$ cat config.mk
export PLATFORM = sky130hd
export DESIGN_NAME = fanin_rr_merge
export DESIGN_NICKNAME = d
export VERILOG_FILES = /design/src/rtl/fanin_pkg.sv /design/src/rtl/fanin_out_fifo.sv /design/src/rtl/fanin_rr_merge.sv
export SDC_FILE = /design/constraint.sdc
export NUM_CORES = 1
export LEC_CHECK = 0
export CAP_MARGIN = 20
export CORE_ASPECT_RATIO = 0.7
export CORE_MARGIN = 3
export CORE_UTILIZATION = 25
export CTS_CLUSTER_SIZE = 20
export DETAILED_ROUTE_END_ITERATION = 12
export SETUP_SLACK_MARGIN = 0.15
export SLEW_MARGIN = 20
export SYNTH_ARGS = -nofsm -noshare
export SYNTH_HDL_FRONTEND = slang
export SYNTH_HIERARCHICAL = 1
export SYNTH_SLANG_ARGS = --single-unit
export TNS_END_PERCENT = 50
$ cat constraint.sdc
create_clock -name clk -period 3.5 [get_ports clk]
set_input_delay 0.525 -clock clk [delete_from_list [all_inputs] [get_ports clk]]
set_output_delay 0.525 -clock clk [all_outputs]
set_load 0.005 [all_outputs]
$ cat src/rtl/fanin_pkg.sv
// fanin_pkg: shared widths and types for the round-robin fan-in merge
package fanin_pkg;
  localparam int NUM_IN_DEF = 4;
  localparam int DATA_WIDTH_DEF = 17;
  localparam int STOP_BIT = DATA_WIDTH_DEF - 1;
  typedef logic [DATA_WIDTH_DEF-1:0] token_t;
  typedef logic [$clog2(NUM_IN_DEF)-1:0] src_idx_t;
endpackage

$ cat src/rtl/fanin_out_fifo.sv
// fanin_out_fifo: two-entry output FIFO of {src, token}; the head holds its last value when empty
module fanin_out_fifo #(
  parameter int W = 8
) (
  input  logic         clk,
  input  logic         rst_n,
  input  logic         push_i,
  input  logic         pop_i,
  input  logic [W-1:0] din_i,
  output logic [W-1:0] dout_o,
  output logic [1:0]   cnt_o
);
  logic [W-1:0] head_q, head_d, tail_q, tail_d;
  logic [1:0] cnt_q, cnt_d;
  always_comb begin
    cnt_d = cnt_q + {1'b0, push_i} - {1'b0, pop_i};
    head_d = (pop_i && cnt_q == 2'd2) ? tail_q
           : (push_i && (cnt_q == 2'd0 || pop_i)) ? din_i : head_q;
    tail_d = (push_i && cnt_q == 2'd1 && !pop_i) ? din_i : tail_q;
  end
  always_ff @(posedge clk or negedge rst_n)
    if (!rst_n) begin
      head_q <= '0;
      tail_q <= '0;
      cnt_q  <= '0;
    end else begin
      head_q <= head_d;
      tail_q <= tail_d;
      cnt_q  <= cnt_d;
    end
  assign dout_o = head_q;
  assign cnt_o  = cnt_q;
endmodule

$ cat src/rtl/fanin_rr_merge.sv
// fanin_rr_merge: round-robin merge of NUM_IN ready/valid streams with optional per-packet grant lock
module fanin_rr_merge
  import fanin_pkg::*;
#(
  parameter int NUM_IN = NUM_IN_DEF,
  parameter int DATA_WIDTH = DATA_WIDTH_DEF,
  parameter bit LOCK_ON_PKT = 1'b1,
  localparam int SW = $clog2(NUM_IN)
) (
  input  logic                         clk,
  input  logic                         rst_n,
  input  logic [NUM_IN-1:0]            in_en,
  input  logic [NUM_IN-1:0]            in_valid,
  input  logic [NUM_IN*DATA_WIDTH-1:0] in_data,
  output logic [NUM_IN-1:0]            in_ready,
  output logic [DATA_WIDTH-1:0]        out_data,
  output logic                         out_valid,
  input  logic                         out_ready,
  output logic [SW-1:0]                out_src
);
  logic [NUM_IN-1:0] req;
  logic [SW-1:0] rr_q, rr_d, lock_idx_q, lock_idx_d, gnt;
  logic run_q, lock_q, lock_d, lock_eff, gnt_vld, acc, pop;
  logic [1:0] cnt;
  logic [DATA_WIDTH-1:0] tok;
  assign req = in_en & in_valid;
  assign lock_eff = lock_q & in_en[lock_idx_q];
  // Descending scan so the requester closest to rr_q wins; an active lock overrides it.
  always_comb begin
    gnt_vld = 1'b0;
    gnt = '0;
    for (int k = NUM_IN - 1; k >= 0; k--)
      if (req[SW'((int'(rr_q) + k) % NUM_IN)]) begin
        gnt_vld = 1'b1;
        gnt = SW'((int'(rr_q) + k) % NUM_IN);
      end
    if (lock_eff) begin
      gnt_vld = req[lock_idx_q];
      gnt = lock_idx_q;
    end
  end
  // run_q keeps every in_ready low while reset is held without routing rst_n into logic.
  assign in_ready = (run_q && gnt_vld && cnt != 2'd2) ? NUM_IN'(1) << gnt : '0;
  assign acc = |(in_ready & in_valid);
  assign tok = in_data[int'(gnt) * DATA_WIDTH +: DATA_WIDTH];
  assign out_valid = cnt != 2'd0;
  assign pop = out_valid & out_ready;
  always_comb begin
    rr_d = acc ? SW'((int'(gnt) + 1) % NUM_IN) : rr_q;
    lock_d = acc ? (LOCK_ON_PKT && !tok[DATA_WIDTH-1]) : lock_eff;
    lock_idx_d = acc ? gnt : lock_idx_q;
  end
  always_ff @(posedge clk or negedge rst_n)
    if (!rst_n) begin
      run_q      <= 1'b0;
      rr_q       <= '0;
      lock_q     <= 1'b0;
      lock_idx_q <= '0;
    end else begin
      run_q      <= 1'b1;
      rr_q       <= rr_d;
      lock_q     <= lock_d;
      lock_idx_q <= lock_idx_d;
    end
  fanin_out_fifo #(.W(SW + DATA_WIDTH)) u_fifo (
    .clk    (clk),
    .rst_n  (rst_n),
    .push_i (acc),
    .pop_i  (pop),
    .din_i  ({gnt, tok}),
    .dout_o ({out_src, out_data}),
    .cnt_o  (cnt)
  );
endmodule

==> metrics.md <==
| Metric | Value |
|---|---|
| Post-route ant nets | 0 |
| Classification of the worst-slack hold path | in -> async |
| Floorplan row count | 33 |
| Top cell type by total area after synthesis | sky130_fd_sc_hd__dfrtp_1 |
| Top cell by count, worst path | sky130_fd_sc_hd__clkdlybuf4s50_1 |
| Startpoint class of the critical path | input pin |
| Worst skew pair latency | roughly 0.29 ns |
| 1st-pass router iterations | 4 |
| Launching element of the worst setup path | in_valid[2] |
| Result of the run | finished clean |
| Total DRC errors in the routed layout | 0 |
| Number of storage elements in the synthesis netlist | 46 |
| Predominant post-synthesis flop cell | sky130_fd_sc_hd__dfrtp_1 |
| Synthesis-to-layout area growth | 45.5% |
| Portion of the post-synthesis area used by sequential elements | 0.372 |
| RSZ-0062 raised after global routing | false |
| Least-Margin Pin Slew | 0.615 ns |
| Die area | 0.0138 mm2 |
| Clock root buffer | sky130_fd_sc_hd__clkbuf_16 |
| Achievable frequency | 309 MHz |
| Worst-case clock skew | between 0.009 and 0.01 ns |
| Placed Cells incl. Taps | 524 |
| Final hold violation count | 0 |
| Die Y-Extent | 99.1 um |
| Routed via count divided by cell count | about 4.8 |
| Period Utilization, post-route | 0.925 |
| Final Critical Period | approximately 3.2 ns |
| Cell type group with the largest total delay on the critical path | buffers and inverters |
| Inserted Clock Buffers | 5 |
| Number of antenna cells inserted | 0 |
| Yosys Warn Count | 6 |
| Post-synth ARST share | 1.00 |
| # setup viols final | 0 |
| Starting density of the core | 0.261 |
| Chain of cells forming the critical path | clkdlybuf4s50_1 > nand2_1 > nor3b_1 > a2111oi_4 > a21oi_4 > buf_4 > and3_1 > clkdlybuf4s50_1 |
| Share of the core filled with cells | 0.379 |
| Clk sinks | 46 |
| Total number of vias | 2550 |
| Finished Layout Cells | 535 |
| Crit path max fanout | 6 |
| Std-Cell Core Area | 0.0119 mm2 |
| EDFF count, synth | 0 |
| Endpoint of the lowest-slack register-to-register path | u_fifo/dout_o[16] |
| Fin Setup TNS | 0 ns |
| Levels on crit path | 8 |
| WP data arrival | 2.71 ns |
| Count of fill cells added during filler insertion | 1148 |
| Total leakage power | 1.78 nW |
| Drt initial violations | roughly 110 |
| Worst hold margin | 0.241 ns |
| Fraction of synthesized cell area taken by the top area cell type | 0.372 |
| Cell count after synthesis | 274 |
| Slack of the worst reg-to-reg path | 0.76 ns |
| Pwr Total | 3.60 mW |
| Initial antenna violation count | 0 |
| Final GP Congestion | 0.777 |
| Count of port buffers added during placement | roughly 100 |
| Worst stage delay on the critical path | slightly above 0.5 ns |
| Vias in the first global route | 2587 |
| Share of layout cells above drive strength 1 | 0.159 |
| Half-perimeter wire length after placement | 6120 um |
| Most common cell after layout, fill and taps aside | sky130_fd_sc_hd__clkdlybuf4s50_1 |
| Routed len/inst | 16.0 um |
| Critical register-to-register path startpoint | lock_idx_q[0] |
| Max stage delay cell, worst path | sky130_fd_sc_hd__clkdlybuf4s50_1 |
| X dimension of the die | ~140 um |
| Number of buffer and inverter stages on the critical path | 3 |
| Clock-pin slew reported for the worst setup and hold paths after clock tree synthesis | about 0.070 ns |
| Worst Reg2Reg Path Length in Cells | 9 |
| Area of the mapped netlist | 0.00310 mm2 |
| Largest net degree at the start of global routing | 47 |
| Crit Path Class | in -> out |
| Endpoint class of the critical path | output pin |
| Number of buffers between clock root and the deepest sink | 2 |
| Count of hold buffers inserted by post-cts repair | 0 |
| H-Tree Level Count | 2 |
| Ratio of total power to cell area | 799 mW/mm2 |
| Total Routed Length | 8590 um |
| Synthesized net count | 355 |
| Wire length of the first global-routing pass | 14000 um |
| Largest cells by area after synthesis | sky130_fd_sc_hd__dfrtp_1 37%, sky130_fd_sc_hd__mux2i_1 17%, sky130_fd_sc_hd__or3_1 12%, sky130_fd_sc_hd__o2111a_1 6.9%, sky130_fd_sc_hd__mux2_4 4.8% |
| Flip-flop and latch area | roughly 0.0012 mm2 |
| Gr usage total | 0.125 |
| Clock tree from TritonCTS | yes |
| Normalized max-slew margin | 0.588 |
| Required time of the critical path | 2.97 ns |
| Layout net count | 458 |
| Yosys cell types | 46 |
| Worst Setup EP | in_ready[2] |
| VDD IR max | 0.000344 V |
| Combined area of the multi-input logic cells | 0.00183 mm2 |
| Maximum capacitance violations | 0 |
| GRT Residual Overflow | 0 |
| Average footprint of a synthesized cell | 11.3 um2 |
| Final Max Tran Viols | 0 |
| Commonest non-fill, non-tap cells in the layout | 99 x sky130_fd_sc_hd__clkdlybuf4s50_1, 57 x sky130_fd_sc_hd__or3_1, 52 x sky130_fd_sc_hd__mux2i_1 |
| Number of primary I/O pins | ~100 |
layout make-up:
cell class              instances  area share
repair buffers                117       0.255
well taps                     157      0.0436
clock inverters                 2     0.00833
clock buffers                   6      0.0286
multi-input cells             202       0.405
inverters                       5     0.00416
flip-flops and latches         46       0.255
stage by stage:
| stage | setup slack [ns] | area, um2 |
|---|---|---|
| global route | 0.164 | 4510 |
| detailed placement | 0.0899 | 4300 |
| floorplan | 1.02 | 3100 |
| CTS | 0.190 | 4470 |
| global placement | 0.163 | 4300 |
| finish | 0.262 | 4510 |
Yosys cell counts (2+ instances only):
master,n
sky130_fd_sc_hd__mux2_2,9
sky130_fd_sc_hd__mux2_4,10
sky130_fd_sc_hd__nand3_1,2
sky130_fd_sc_hd__buf_4,4
sky130_fd_sc_hd__or3_1,57
sky130_fd_sc_hd__o2111a_1,19
sky130_fd_sc_hd__nand2_1,9
sky130_fd_sc_hd__nand2b_1,3
sky130_fd_sc_hd__buf_2,7
sky130_fd_sc_hd__inv_1,4
sky130_fd_sc_hd__mux2i_1,52
sky130_fd_sc_hd__a32oi_1,2
sky130_fd_sc_hd__dfrtp_1,46
sky130_fd_sc_hd__clkbuf_1,8
sky130_fd_sc_hd__o21ai_0,4
sky130_fd_sc_hd__mux2i_2,2
sky130_fd_sc_hd__xnor2_1,2
sky130_fd_sc_hd__nor2_1,3
sky130_fd_sc_hd__ha_1,2
sky130_fd_sc_hd__and3_1,2
sky130_fd_sc_hd__o21a_1,2
timing repair:
action,in CTS,in global routing
buffers inserted,1,2
setup endpoints to repair,3,4
resized for setup,0,5
pin swaps,0,1
flip-flops by register name, indices dropped and copies added (netlist names):
name / cells
lock_idx_q: 2
rr_q: 2
u_fifo/cnt_o: 2
u_fifo/dout_o: 19
lock_q: 1
run_q: 1
u_fifo/tail_q: 19
worst reg2reg max path, stage by stage, from the launching register on:
cell and delay (ns):
sky130_fd_sc_hd__dfrtp_1 0.53, sky130_fd_sc_hd__mux2i_2 0.41, sky130_fd_sc_hd__o22ai_4 0.16, sky130_fd_sc_hd__buf_4 0.17
sky130_fd_sc_hd__a21oi_4 0.21, sky130_fd_sc_hd__buf_4 0.19, sky130_fd_sc_hd__mux2i_1 0.27, sky130_fd_sc_hd__mux2i_1 0.16
sky130_fd_sc_hd__or3_1 0.38, sky130_fd_sc_hd__o2111a_1 0.14
report_power, final:
part           internal [mW]  switching [mW]
Clock                  0.338           0.208
Combinational           1.12           0.968
Sequential             0.801           0.170
Total                   2.26            1.35
worst min path at each step:
stage                                  from                end  slack [ns]
after floorplan                       rst_n      lock_idx_q[0]        0.23
after global placement    u_fifo/tail_q[18]  u_fifo/tail_q[18]        0.48
after detailed placement   u_fifo/tail_q[1]   u_fifo/tail_q[1]        0.49
after CTS                             rst_n   u_fifo/dout_o[7]        0.48
after global routing                  rst_n  u_fifo/dout_o[13]        0.30
final                                 rst_n   u_fifo/dout_o[7]        0.24
metal layers:
metal,vias to the layer above,wire [um],part of all wire,track usage
li1,1251,-,-,-
met1,1213,4330,0.50,0.181
met2,81,3680,0.43,0.190
met3,5,527,0.061,0.0341
met4,0,44,0.0051,0.0203
met5,-,0,0,0
cells by family after synthesis:
family                   share of synthesized area
XOR/XNOR                                   0.00848
AO/OA/AOI/OAI                                0.133
flip-flops                                   0.372
adder cells (fa/ha/maj)                    0.00808
multiplexers                                 0.265
other                                      0.00121
AND/OR/NAND/NOR                              0.167
buffers and inverters                       0.0452
Power figures use the tool's default switching activity.
